File: src/rtl/bin2bcd_seq.sv
// Sequential binary-to-BCD converter using shift-add-3 (double dabble).
// One input bit is processed per clock. Signed inputs are converted as a sign flag plus a magnitude.
module bin2bcd_seq #(
  parameter int WIDTH  = 8,
  parameter int DIGITS = 3
) (
  input  logic                  clk_i,
  input  logic                  rst_i,
  input  logic                  start_i,
  input  logic [WIDTH-1:0]      bin_i,
  input  logic                  signed_i,
  output logic                  busy_o,
  output logic                  done_o,
  output logic [4*DIGITS-1:0]   bcd_o,
  output logic                  neg_o
);

  localparam int BW = 4 * DIGITS;
  localparam int CW = $clog2(WIDTH + 1);

  typedef enum logic [1:0] {
    IDLE  = 2'd0,
    SHIFT = 2'd1,
    DONE  = 2'd2
  } state_t;

  state_t           state_reg, state_next;
  logic [CW-1:0]    cnt_reg;
  logic [BW-1:0]    acc_reg, acc_adj, acc_next;
  logic [WIDTH-1:0] mag_reg, mag_in;
  logic             sign_reg, sign_in;
  logic [BW-1:0]    bcd_reg;
  logic             neg_reg;
  logic             last_iter;
  logic             busy_next, done_next;

  // The most negative value negates to itself; read as unsigned, that is the correct magnitude.
  assign sign_in = signed_i & bin_i[WIDTH-1];
  assign mag_in  = sign_in ? (~bin_i + WIDTH'(1)) : bin_i;

  // Each digit that is 5 or more gets 3 added before the shift, so it carries correctly.
  genvar gi;
  generate
    for (gi = 0; gi < DIGITS; gi = gi + 1) begin : g_digit_adj
      assign acc_adj[4*gi +: 4] = (acc_reg[4*gi +: 4] >= 4'd5) ?
                                  (acc_reg[4*gi +: 4] + 4'd3) : acc_reg[4*gi +: 4];
    end
  endgenerate

  assign acc_next  = (acc_adj << 1) | BW'(mag_reg[WIDTH-1]);
  assign last_iter = (state_reg == SHIFT) && (cnt_reg == CW'(1));

  always_ff @(posedge clk_i) begin
    if (rst_i) begin
      state_reg <= IDLE;
    end else begin
      state_reg <= state_next;
    end
  end

  always_comb begin
    state_next = state_reg;
    busy_next  = 1'b0;
    done_next  = 1'b0;
    case (state_reg)
      IDLE: begin
        if (start_i) state_next = SHIFT;
      end
      SHIFT: begin
        busy_next = 1'b1;
        if (last_iter) state_next = DONE;
      end
      DONE: begin
        busy_next  = 1'b1;
        done_next  = 1'b1;
        state_next = IDLE;
      end
      default: state_next = IDLE;
    endcase
  end

  always_ff @(posedge clk_i) begin
    if (rst_i) begin
      cnt_reg  <= '0;
      acc_reg  <= '0;
      mag_reg  <= '0;
      sign_reg <= 1'b0;
      bcd_reg  <= '0;
      neg_reg  <= 1'b0;
    end else begin
      if (state_reg == IDLE && start_i) begin
        cnt_reg  <= CW'(WIDTH);
        acc_reg  <= '0;
        mag_reg  <= mag_in;
        sign_reg <= sign_in;
      end else if (state_reg == SHIFT) begin
        cnt_reg <= cnt_reg - CW'(1);
        acc_reg <= acc_next;
        mag_reg <= mag_reg << 1;
        if (last_iter) begin
          bcd_reg <= acc_next;
          neg_reg <= sign_reg;
        end
      end
    end
  end

  assign busy_o = busy_next;
  assign done_o = done_next;
  assign bcd_o  = bcd_reg;
  assign neg_o  = neg_reg;

endmodule

File: config.mk
export PLATFORM = sky130hd
export DESIGN_NAME = bin2bcd_seq
export DESIGN_NICKNAME = d
export VERILOG_FILES = /design/src/rtl/bin2bcd_seq.sv
export SDC_FILE = /design/constraint.sdc
export NUM_CORES = 1
export LEC_CHECK = 0
export BUFFER_PORTS_ARGS = -buffer_cell sky130_fd_sc_hd__buf_2
export CORE_UTILIZATION = 55
export DETAILED_ROUTE_END_ITERATION = 10
export GPL_TIMING_DRIVEN = 0
export PLACE_DENSITY = 0.84
export SETUP_SLACK_MARGIN = 0.4
export SLEW_MARGIN = 10
export SYNTH_ARGS = -nofsm -noshare
export SYNTH_HDL_FRONTEND = slang
export SYNTH_SLANG_ARGS = --single-unit
File: constraint.sdc
create_clock -name clk_i -period 4.11 [get_ports clk_i]
set_input_delay 0.6165 -clock clk_i [delete_from_list [all_inputs] [get_ports clk_i]]
set_output_delay 0.6165 -clock clk_i [all_outputs]
set_load 0.01 [all_outputs]
==> flow_summary.yaml, run 1 <==
run_status:
  status: "finished clean"
sta:
  min_period_over_period_pct: 52.41
  max_freq_ghz: 0.4642
  fin_skew_ns: 0.007630
  slew_headroom_pct: 52.94
  hold_viol_final: 0
  worstMarginPinSlew_ns: 0.7030
  finalSetupViolations: 0
  period_needed_ns: 2.154
  rsz0062_at_grt: "false"
  drv_slew: 0
  fin_setup_tns_ns: 0
power_and_ir_drop:
  leakagePower_nw: 0.8551
  p_per_area_nw_per_um2: 414.1
  peakVddDrop_uv: 319.2
worst_hold_path:
  hold_class: "reg -> reg"
  min_delay_worst_endpoint: "acc_reg[11]"
  min_path_cells: 2
  hold_start: "acc_reg[11]"
placed_design:
  port_buffers: 25
  dp_hpwl_um: 2844
  place_area_um2: 2193
  gp_congestion: 0.7475
  dp.cells: 304
floorplan:
  die_area_um2: 3902
  fp.coreArea_um2: 3416
  die_w_um: 62.47
  ios: 27
  chipHeight_um: 62.47
  start_util_pct: 58.86
  core.rowCount: 21
global_route:
  grt_pass1_wl_um: 6582
  overflow: 0
  antenna_found_initial: 0
  grt_max_degree: 14
  first_global_vias: 1499
  track_usage_pct: 20.96
finish:
  final_common_cell: "dfxtp_1"
  finalNonFillerCells: 312
  area.growth.synth_to_final_pct: 13.57
  diodes: 0
  fillCellCount: 302
  drive_gt1_share_pct: 15.41
  nets: 290
  finish.instance_area_um2: 2283
  final_cell_mix: "dfxtp_1 (40), nor2_1 (26), buf_2 (26)"
critical_path:
  regToRegSetupSlack_ns: 1.96
  startpoint: "state_reg[1]"
  crit_path_start_kind: "flip-flop"
  worstPathCellList: "inv_1 -> ha_1 -> and2_1 -> buf_2 -> nor4b_4 -> buf_4 -> a311oi_1"
  criticalPathCategory: "reg -> reg"
  cpLargestDelayFamily: "simple AND/OR/NAND/NOR gates"
  cp.required_ns: 4.34
  reg2reg_from: "state_reg[1]"
  path_max_fanout: 10
  worstPathArrival_ns: 2.38
  r2r_cells: 7
  cpPeakStageDelay_ns: 0.66
  r2r_end: "bcd_o[11]"
  cp_num_buf_inv: 3
  crit_slowest_cell: "nor4b_4"
  end_kind: "flip-flop"
yosys:
  ys_seq_area_share_pct: 39.83
  netlist_area_um2: 2011
  synth_cell_type_count: 32
  syn-num-nets: 258
  synth_edf_count: 0
  ys_async_sr_fraction_pct: 0
  ys.flop_type: "dfxtp_1"
  avgSynthCellArea_um2: 8.630
  ys_seq_elements: 40
  synthCells: 233
  yosysWarnings: 0
detailed_routing:
  via_count: 1713
  vias_per_cell: 5.490
  drtAntennaViolNets: 0
  wire_per_inst_um: 12.34
  first_pass_iters: 4
  drc_errors: 0
  drt_wl_total_um: 3851
  drt_iter0_markers: 50
clock_network:
  cts_hold_buffers: 0
  cts_sinks: 40
  clock_path_buffers: 2
  clkTransAtPathRegs_ns: 0.12
  ctsResizeCount: 0
  post_cts_buffers: 0
  worstSkewPairLatency_ns: 0.35
  cts_inserted_buffers: 5
  cts_tree: "yes"
  clock-root-buffer: "clkbuf_4"
  htree_levels: 2
job:
  maxCapViolations: 0
==> metal layers <==
metal	vias up	global-route usage [%]	part of all wire [%]
met4	0	6.105	1.1
li1	872	-	-
met2	58	35.46	46
met1	778	26.33	46
met3	5	4.927	7.2
met5	-	0	0
==> worst max-delay path by stage <==
stage | slack, ns | cells after the start | to
floorplan | 2.26 | 7 | bcd_o[11]
global placement | 1.90 | 6 | bcd_o[7]
detailed placement | 1.91 | 6 | bcd_o[11]
CTS | 1.94 | 7 | bcd_o[11]
global route | 1.80 | 7 | bcd_o[11]
finish | 1.96 | 7 | bcd_o[11]
==> logic make-up after synthesis <==
| logic type | count (synthesis) | share of synthesized area (%) |
|---|---|---|
| buffers and inverters | 24 | 4.729 |
| xor gates and xnor gates | 10 | 4.356 |
| muxes | 8 | 4.169 |
| AOI/OAI and AO/OA | 55 | 17.36 |
| adders and majority gates | 13 | 8.090 |
| and+or+nand+nor | 83 | 21.47 |
| DFF | 40 | 39.83 |
==> Yosys cell counts, drive strengths merged (2+ instances only) <==
library cell	instances	area [um^2]
ha	13	162.7
nor2b	4	25.02
a221oi	3	26.28
clkbuf	8	30.03
nor3b	2	15.01
o22ai	13	81.33
nor2	26	97.59
a311oi	5	43.79
dfxtp	40	800.8
a211oi	9	67.56
mux2i	5	50.05
inv	12	45.04
nand3	4	20.02
o21ai	6	30.03
mux2	3	33.78
nand3b	2	15.01
nor3	4	20.02
buf	4	20.02
nand2	16	60.06
nand2b	21	133.9
a21oi	17	85.08
xnor2	9	78.83
==> report_power, final <==
| part | internal (W) | leakage [nW] | switching [W] |
|---|---|---|---|
| Combinational | 0.0000971 | 0.482 | 0.000133 |
| Sequential | 0.000418 | 0.325 | 0.0000213 |
| Clock | 0.000146 | 0.0484 | 0.000131 |
==> worst reg2reg max path: cells and delay by family, from the launching register on <==
family                   cells  cell delay [ns]
AND/OR/NAND/NOR              2             0.81
buffers and inverters        3             0.54
flip-flops                   1             0.39
adder cells (fa/ha/maj)      1             0.21
AO/OA/AOI/OAI                1             0.09
==> stage by stage <==
step           util [%]  hold WS (ns)  setup WS [ns]  power (W)
3_3_place_gp      64.21        0.4583          1.899  0.0006712
5_1_grt           66.85        0.5078          1.795   0.001002
6_report          66.85        0.4780          1.956  0.0009456
3_5_place_dp      64.21        0.4630          1.905  0.0006770
4_1_cts           66.85        0.4806          1.940  0.0009522
2_1_floorplan         -        0.4449          2.260  0.0006213
==> layout make-up <==
cell class | count | area [um^2] | share of cell area (%)
Multi-Input combinational cell | 169 | 1115 | 48.82
Tap cell | 46 | 57.56 | 2.521
Buffer | 12 | 50.05 | 2.192
Sequential cell | 40 | 800.8 | 35.07
Clock buffer | 6 | 51.30 | 2.247
Clock inverter | 2 | 38.79 | 1.699
Timing Repair Buffer | 25 | 125.1 | 5.479
Inverter | 12 | 45.04 | 1.973
(Power assumes the default switching activity.)
==> run 2: changes to the inputs <==
Settings changed: ABC_AREA set to 1, CORE_UTILIZATION 55 to 52, PLACE_DENSITY 0.84 to 0.82.
Clock period 4.11 ns to 1.8 ns, I/O delays scaled along.
==> run 2 against run 1 <==
  * Register-to-register slack worse by 1.6 ns
  * Global-route usage is 3.5 points higher
  * Clock power is 130% higher
  * Combinational power grew to 7.3 times the previous value
  * Setup slack worse by 1.6 ns
  * Clock skew is 0.0036 ns higher
  * Sequential share of layout area is 6.0 points lower
  * Core utilization is 2.4 points higher
==> flow_summary.yaml, run 2 <==
global_route:
  first_global_vias: 1787
  grt_pass1_wl_um: 8204
  antenna_found_initial: 0
  track_usage_pct: 24.42
  grt_max_degree: 14
  overflow: 0
clock_network:
  cts_sinks: 40
  clock-root-buffer: "clkbuf_8"
  cts_inserted_buffers: 5
  clock_path_buffers: 2
  cts_tree: "yes"
  clkTransAtPathRegs_ns: 0.08
  worstSkewPairLatency_ns: 0.30
  htree_levels: 2
  cts_hold_buffers: 0
placed_design:
  dp.cells: 381
  port_buffers: 26
  gp_congestion: 0.8712
  dp_hpwl_um: 3291
yosys:
  syn-num-nets: 330
  synth_common_cells: "inv_1 (53), nand2_1 (48), dfxtp_1 (40)"
  avgSynthCellArea_um2: 7.212
  synth_top_area_share_pct: 36.41
  netlist_top_cells_area: "dfxtp_1 (36%), inv_1 (9.0%), nand2_1 (8.2%), ha_1 (7.4%), a21oi_1 (5.7%)"
  synth_edf_count: 0
  synth_top_area_cell: "dfxtp_1"
  synth_cell_type_count: 30
  synthCells: 305
  synth_most_common_cell: "inv_1"
  ys.flop_type: "dfxtp_1"
  yosysWarnings: 0
  ys_seq_elements: 40
  netlist_area_um2: 2200
  ys_seq_area_share_pct: 36.41
  ys_async_sr_fraction_pct: 0
finish:
  diodes: 0
  final_common_cell: "inv_1"
  area.growth.synth_to_final_pct: 26.91
  nets: 376
  fillCellCount: 311
  drive_gt1_share_pct: 30.11
  fin_util_pct: 69.29
  final_cell_mix: "inv_1 (48), nand2_1 (45), dfxtp_1 (34)"
  finalNonFillerCells: 402
power_and_ir_drop:
  swShare_pct: 41.97
  leakagePower_nw: 1.277
  clkPwrFrac_pct: 18.0
  p_total_w: 0.003554
  p_int_w: 0.002062
  share_comb_of_total_power_pct: 47.0
  peakVddDrop_uv: 593.4
  p_seq_share_pct: 35.0
  switchingPower_w: 0.001491
  p_per_area_nw_per_um2: 1273
critical_path:
  worstPathArrival_ns: 1.65
  cp.required_ns: 2.01
  crit_slowest_cell: "dfxtp_2"
  worstPathCellList: "inv_1 -> ha_1 -> nor2_1 -> inv_1 -> nand2_2 -> inv_1 -> nand2_1 -> nand3_1 -> nand2_1 -> inv_1"
  cp_num_buf_inv: 4
  end_kind: "flip-flop"
  cpLargestDelayFamily: "simple AND/OR/NAND/NOR gates"
  path_max_fanout: 4
  criticalPathCategory: "reg -> reg"
  crit_top_cell: "inv_1"
  cpPeakStageDelay_ns: 0.35
  crit_path_start_kind: "flip-flop"
sta:
  worstMarginPinSlew_ns: 0.3016
  drv_slew: 0
  fin_skew_ns: 0.01123
  fin_setup_tns_ns: 0
  period_needed_ns: 1.438
  rsz0062_at_grt: "true"
  finalSetupViolations: 0
  max_freq_ghz: 0.6954
  slew_headroom_pct: 79.74
  min_period_over_period_pct: 79.89
  hold_viol_final: 0
floorplan:
  ios: 27
  die_area_um2: 4494
  chipHeight_um: 67.04
  die_w_um: 67.04
  core.rowCount: 23
  start_util_pct: 54.60
  fp.coreArea_um2: 4029
detailed_routing:
  drt_iter0_markers: 137
  wl_met1_um: 2279
  drc_errors: 0
  drtAntennaViolNets: 0
  wl_met3_um: 244
  top_layer: "met4"
  met2WireLength_um: 2428
  first_pass_iters: 4
  via_count: 2082
  vias_per_cell: 5.179
  drt_wl_total_um: 5018
  wire_per_inst_um: 12.48
job:
  maxCapViolations: 0
run_status:
  status: "finished clean"
worst_hold_path:
  hold_class: "in -> reg"
run 2: cell count changes after synthesis, sizes merged, moves of 5 or more:
cell,previous run,this run
mux2i,5,0
a211oi,9,0
inv,12,57
o21ai,6,31
o22ai,13,3
a311oi,5,0
nand2,16,52
nand2b,21,0
a21oi,17,25
xnor2,9,0
nor2,26,34
clkbuf,8,1
nand3,4,23
run 2: layer usage:
metal  up-vias  global-route usage, %
li1       1069                      -
met3         7                  6.164
met2        64                  38.50
met5         -                      0
met1       942                  31.81
met4         0                  8.511
run 2: logic make-up (layout without fill, tap and decap cells):
group / count (synthesis) / in the layout / synth area share, %
AND/OR/NAND/NOR: 115 / 115 / 23.38
adder cells (fa/ha/maj): 13 / 13 / 7.395
AO/OA/AOI/OAI: 71 / 71 / 19.23
XOR/XNOR: 1 / 1 / 0.7397
flip-flops: 40 / 40 / 36.41
buffers and inverters: 65 / 112 / 12.86
run 2: stage by stage:
stage | hold WS, ns | setup slack (ns) | area, um^2
after floorplan | 0.3391 | 0.4168 | 2200
after global placement | 0.4508 | 0.2608 | 2392
after detailed placement | 0.4580 | 0.2426 | 2392
after CTS | 0.2537 | 0.3931 | 2663
after global routing | 0.2657 | 0.2447 | 2791
final | 0.2555 | 0.3619 | 2791
run 2: timing repair:
item,in CTS,in global routing
setup buffers,6,5
gates resized for setup,18,33
gates cloned,2,0
pin swaps,3,14
endpoints found under the setup margin,28,33
run 2: worst paths after layout:
check | from | to | slack, ns | depth (start not counted)
setup / recovery | acc_reg[4] | acc_reg[6] | 0.36 | 10
hold / removal | bin_i[0] | mag_reg[0] | 0.26 | 3
setup reg to reg | acc_reg[4] | acc_reg[6] | 0.36 | 10
hold reg to reg | mag_reg[7] | acc_reg[0] | 0.48 | 2
run 2: layout make-up:
cell class                      count  area, um^2  area share [%]
Multi-Input combinational cell    200        1239           44.37
Sequential cell                    40       810.8           29.05
Timing Repair Buffer               39       284.0           10.17
Inverter                           57       221.5           7.934
Clock buffer                        6       82.58           2.958
Buffer                              8       76.32           2.734
Tap cell                           50       62.56           2.241
Clock inverter                      2       15.01          0.5379
run 2: power groups by stage:
stage          sequential [W]  clock [W]  combinational (W)
2_1_floorplan         0.00120          0            0.00104
3_3_place_gp          0.00121          0            0.00129
3_5_place_dp          0.00122          0            0.00134
4_1_cts               0.00121   0.000641            0.00151
5_1_grt               0.00127   0.000684            0.00187
6_report              0.00124   0.000639            0.00167
run 2: tightest hold or removal path: stages:
cell and delay [ns]:
buf_2 0.11, inv_1 0.06, o21ai_0 0.08
==> run 3: changes to the inputs <==
Clock period 1.8 ns to 1.3 ns, I/O delays scaled along.
==> run 3 against run 2 <==
  * Clock skew up 0.0039 ns
  * First-iteration DRC count grew 51%
  * Sequential share of layout area down 4.3 points
  * Critical path type unchanged
  * Global-route usage is 4.9 points higher
  * The flow now finishes with violations (setup timing)
  * Register-to-register slack worse by 0.51 ns
  * Core utilization is 14 points higher
  * Cell count increased by 5.7%
  * Count of clock-buffer cells in the layout unchanged
  * Non-clock buffer count grew 21
  * Via count up 19%
  * Routed wire length is 56% higher
==> flow_summary.yaml, run 3 (synthesis results as in run 2) <==
sta:
  drv_slew: 0
  worstMarginPinSlew_ns: 0.2838
  slew_headroom_pct: 80.93
  setup_ws_ns: -0.1435
  rsz0062_at_grt: "true"
  fin_setup_tns_ns: -2.240
  min_period_over_period_pct: 111.0
  fin_skew_ns: 0.01512
  hold_viol_final: 0
  period_needed_ns: 1.443
  holdWs_ns: 0.1685
  max_freq_ghz: 0.6928
  finalSetupViolations: 37
placed_design:
  gp_congestion: 0.8672
  port_buffers: 26
  dp.cells: 381
  dp_hpwl_um: 3535
floorplan:
  chipHeight_um: 67.04
  die_area_um2: 4494
  ios: 27
  core.rowCount: 23
  fp.coreArea_um2: 4029
  die_w_um: 67.04
  start_util_pct: 54.60
worst_hold_path:
  min_path_cells: 3
  hold_class: "in -> reg"
  min_delay_worst_endpoint: "mag_reg[0]"
  hold_start: "bin_i[0]"
detailed_routing:
  wire_per_inst_um: 18.45
  vias_per_cell: 5.828
  via_count: 2477
  wl_met3_um: 592
  wl_met1_um: 3082
  top_layer: "met4"
  drc_errors: 0
  drt_wl_total_um: 7841
  first_pass_iters: 5
  met2WireLength_um: 3919
  drt_iter0_markers: 207
  drtAntennaViolNets: 0
clock_network:
  worstSkewPairLatency_ns: 0.31
  cts_tree: "yes"
  clock_path_buffers: 2
  htree_levels: 2
  cts_hold_buffers: 0
  cts_inserted_buffers: 5
  cts_sinks: 40
  clock-root-buffer: "clkbuf_8"
  clkTransAtPathRegs_ns: 0.08
critical_path:
  r2r_cells: 9
  worstPathArrival_ns: 1.69
  worstPathCellList: "inv_4 -> ha_4 -> nand2_8 -> buf_4 -> buf_6 -> nand2_8 -> a21oi_1 -> nand2_1 -> inv_1"
  crit_slowest_cell: "dfxtp_4"
  reg2reg_from: "state_reg[0]"
  criticalPathCategory: "reg -> reg"
  cp.required_ns: 1.54
  regToRegSetupSlack_ns: -0.14
  crit_path_start_kind: "flip-flop"
  end_kind: "flip-flop"
  r2r_end: "acc_reg[4]"
  path_max_fanout: 6
  crit_top_cell: "nand2_8"
  cpPeakStageDelay_ns: 0.38
run_status:
  violations: "setup timing"
  status: "complete, but fails checks"
power_and_ir_drop:
  leakagePower_nw: 1.497
  peakVddDrop_uv: 1087
  p_total_w: 0.006448
  p_per_area_nw_per_um2: 1912
finish:
  area.growth.synth_to_final_pct: 53.30
  final_common_cell: "nand2_1"
  final_cell_mix: "nand2_1 (41), inv_1 (39), buf_4 (27), nor2_1 (27)"
  fillCellCount: 205
  nets: 399
  drive_gt1_share_pct: 48.00
  diodes: 0
  fin_util_pct: 83.70
  finalNonFillerCells: 425
global_route:
  grt_max_degree: 13
  first_global_vias: 2096
  antenna_found_initial: 0
  overflow: 0
  grt_pass1_wl_um: 9653
  track_usage_pct: 29.35
job:
  maxCapViolations: 0
run 3: cell types whose count changed in the layout (fill, tap and decap cells not counted), moves of 9 or more:
cell / delta
dfxtp_2: +14
buf_4: +17
o21ai_0: -13
buf_2: -17
dfxtp_1: -16
buf_6: +17
inv_1: -9
run 3: how the worst max path moves through the flow:
stage / depth (start not counted) / end / start
2_1_floorplan: 9 / bcd_o[8] / state_reg[0]
3_3_place_gp: 9 / bcd_o[8] / state_reg[0]
3_5_place_dp: 9 / bcd_o[8] / state_reg[0]
4_1_cts: 8 / bcd_o[6] / state_reg[0]
5_1_grt: 9 / acc_reg[4] / state_reg[0]
6_report: 9 / acc_reg[4] / state_reg[0]
run 3: routing by layer:
metal  track usage (%)  vias up
met1             34.30     1169
met2             50.88      156
met3             7.192       31
li1                  -     1121
met5                 0        -
met4             10.90        0
run 3: where the power goes:
| group | internal (W) | leakage (nW) | total (W) | switching (W) |
|---|---|---|---|---|
| logic | 0.00160 | 1.10 | 0.00359 | 0.00199 |
| clock network | 0.000571 | 0.0552 | 0.00105 | 0.000476 |
| registers | 0.00153 | 0.337 | 0.00181 | 0.000279 |
run 3: area by class of cell:
class,instances,area [um^2],share of cell area (%)
Clock inverter,2,35.03,1.039
Sequential cell,40,835.8,24.79
Multi-Input combinational cell,201,1431,42.45
Inverter,57,254.0,7.532
Tap cell,50,62.56,1.855
Timing Repair Buffer,60,566.8,16.81
Clock buffer,6,72.57,2.152
Buffer,8,102.6,3.043
Timing Repair inverter,1,11.26,0.3340
run 3: what timing repair did:
| item | in CTS | in global routing |
|---|---|---|
| endpoints found under the setup margin | 55 | 55 |
| pin swaps | 7 | 12 |
| resized for setup | 50 | 62 |
| setup buffers | 19 | 12 |
| cloned | 2 | 3 |
run 3: worst max-delay path, delay by kind of cell (launching register included):
kind | cells | cell delay [ns]
compound gates | 1 | 0.21
fa+ha+maj | 1 | 0.17
buf+inv | 4 | 0.35
flops | 1 | 0.38
simple gates | 3 | 0.28
run 3: metrics by stage:
stage / instance area, um^2 / setup WS [ns]
global route: 3372 / -0.1881
finish: 3372 / -0.1435
detailed placement: 2549 / -0.1080
floorplan: 2356 / 0.04964
CTS: 3059 / -0.08882
global placement: 2549 / -0.09819
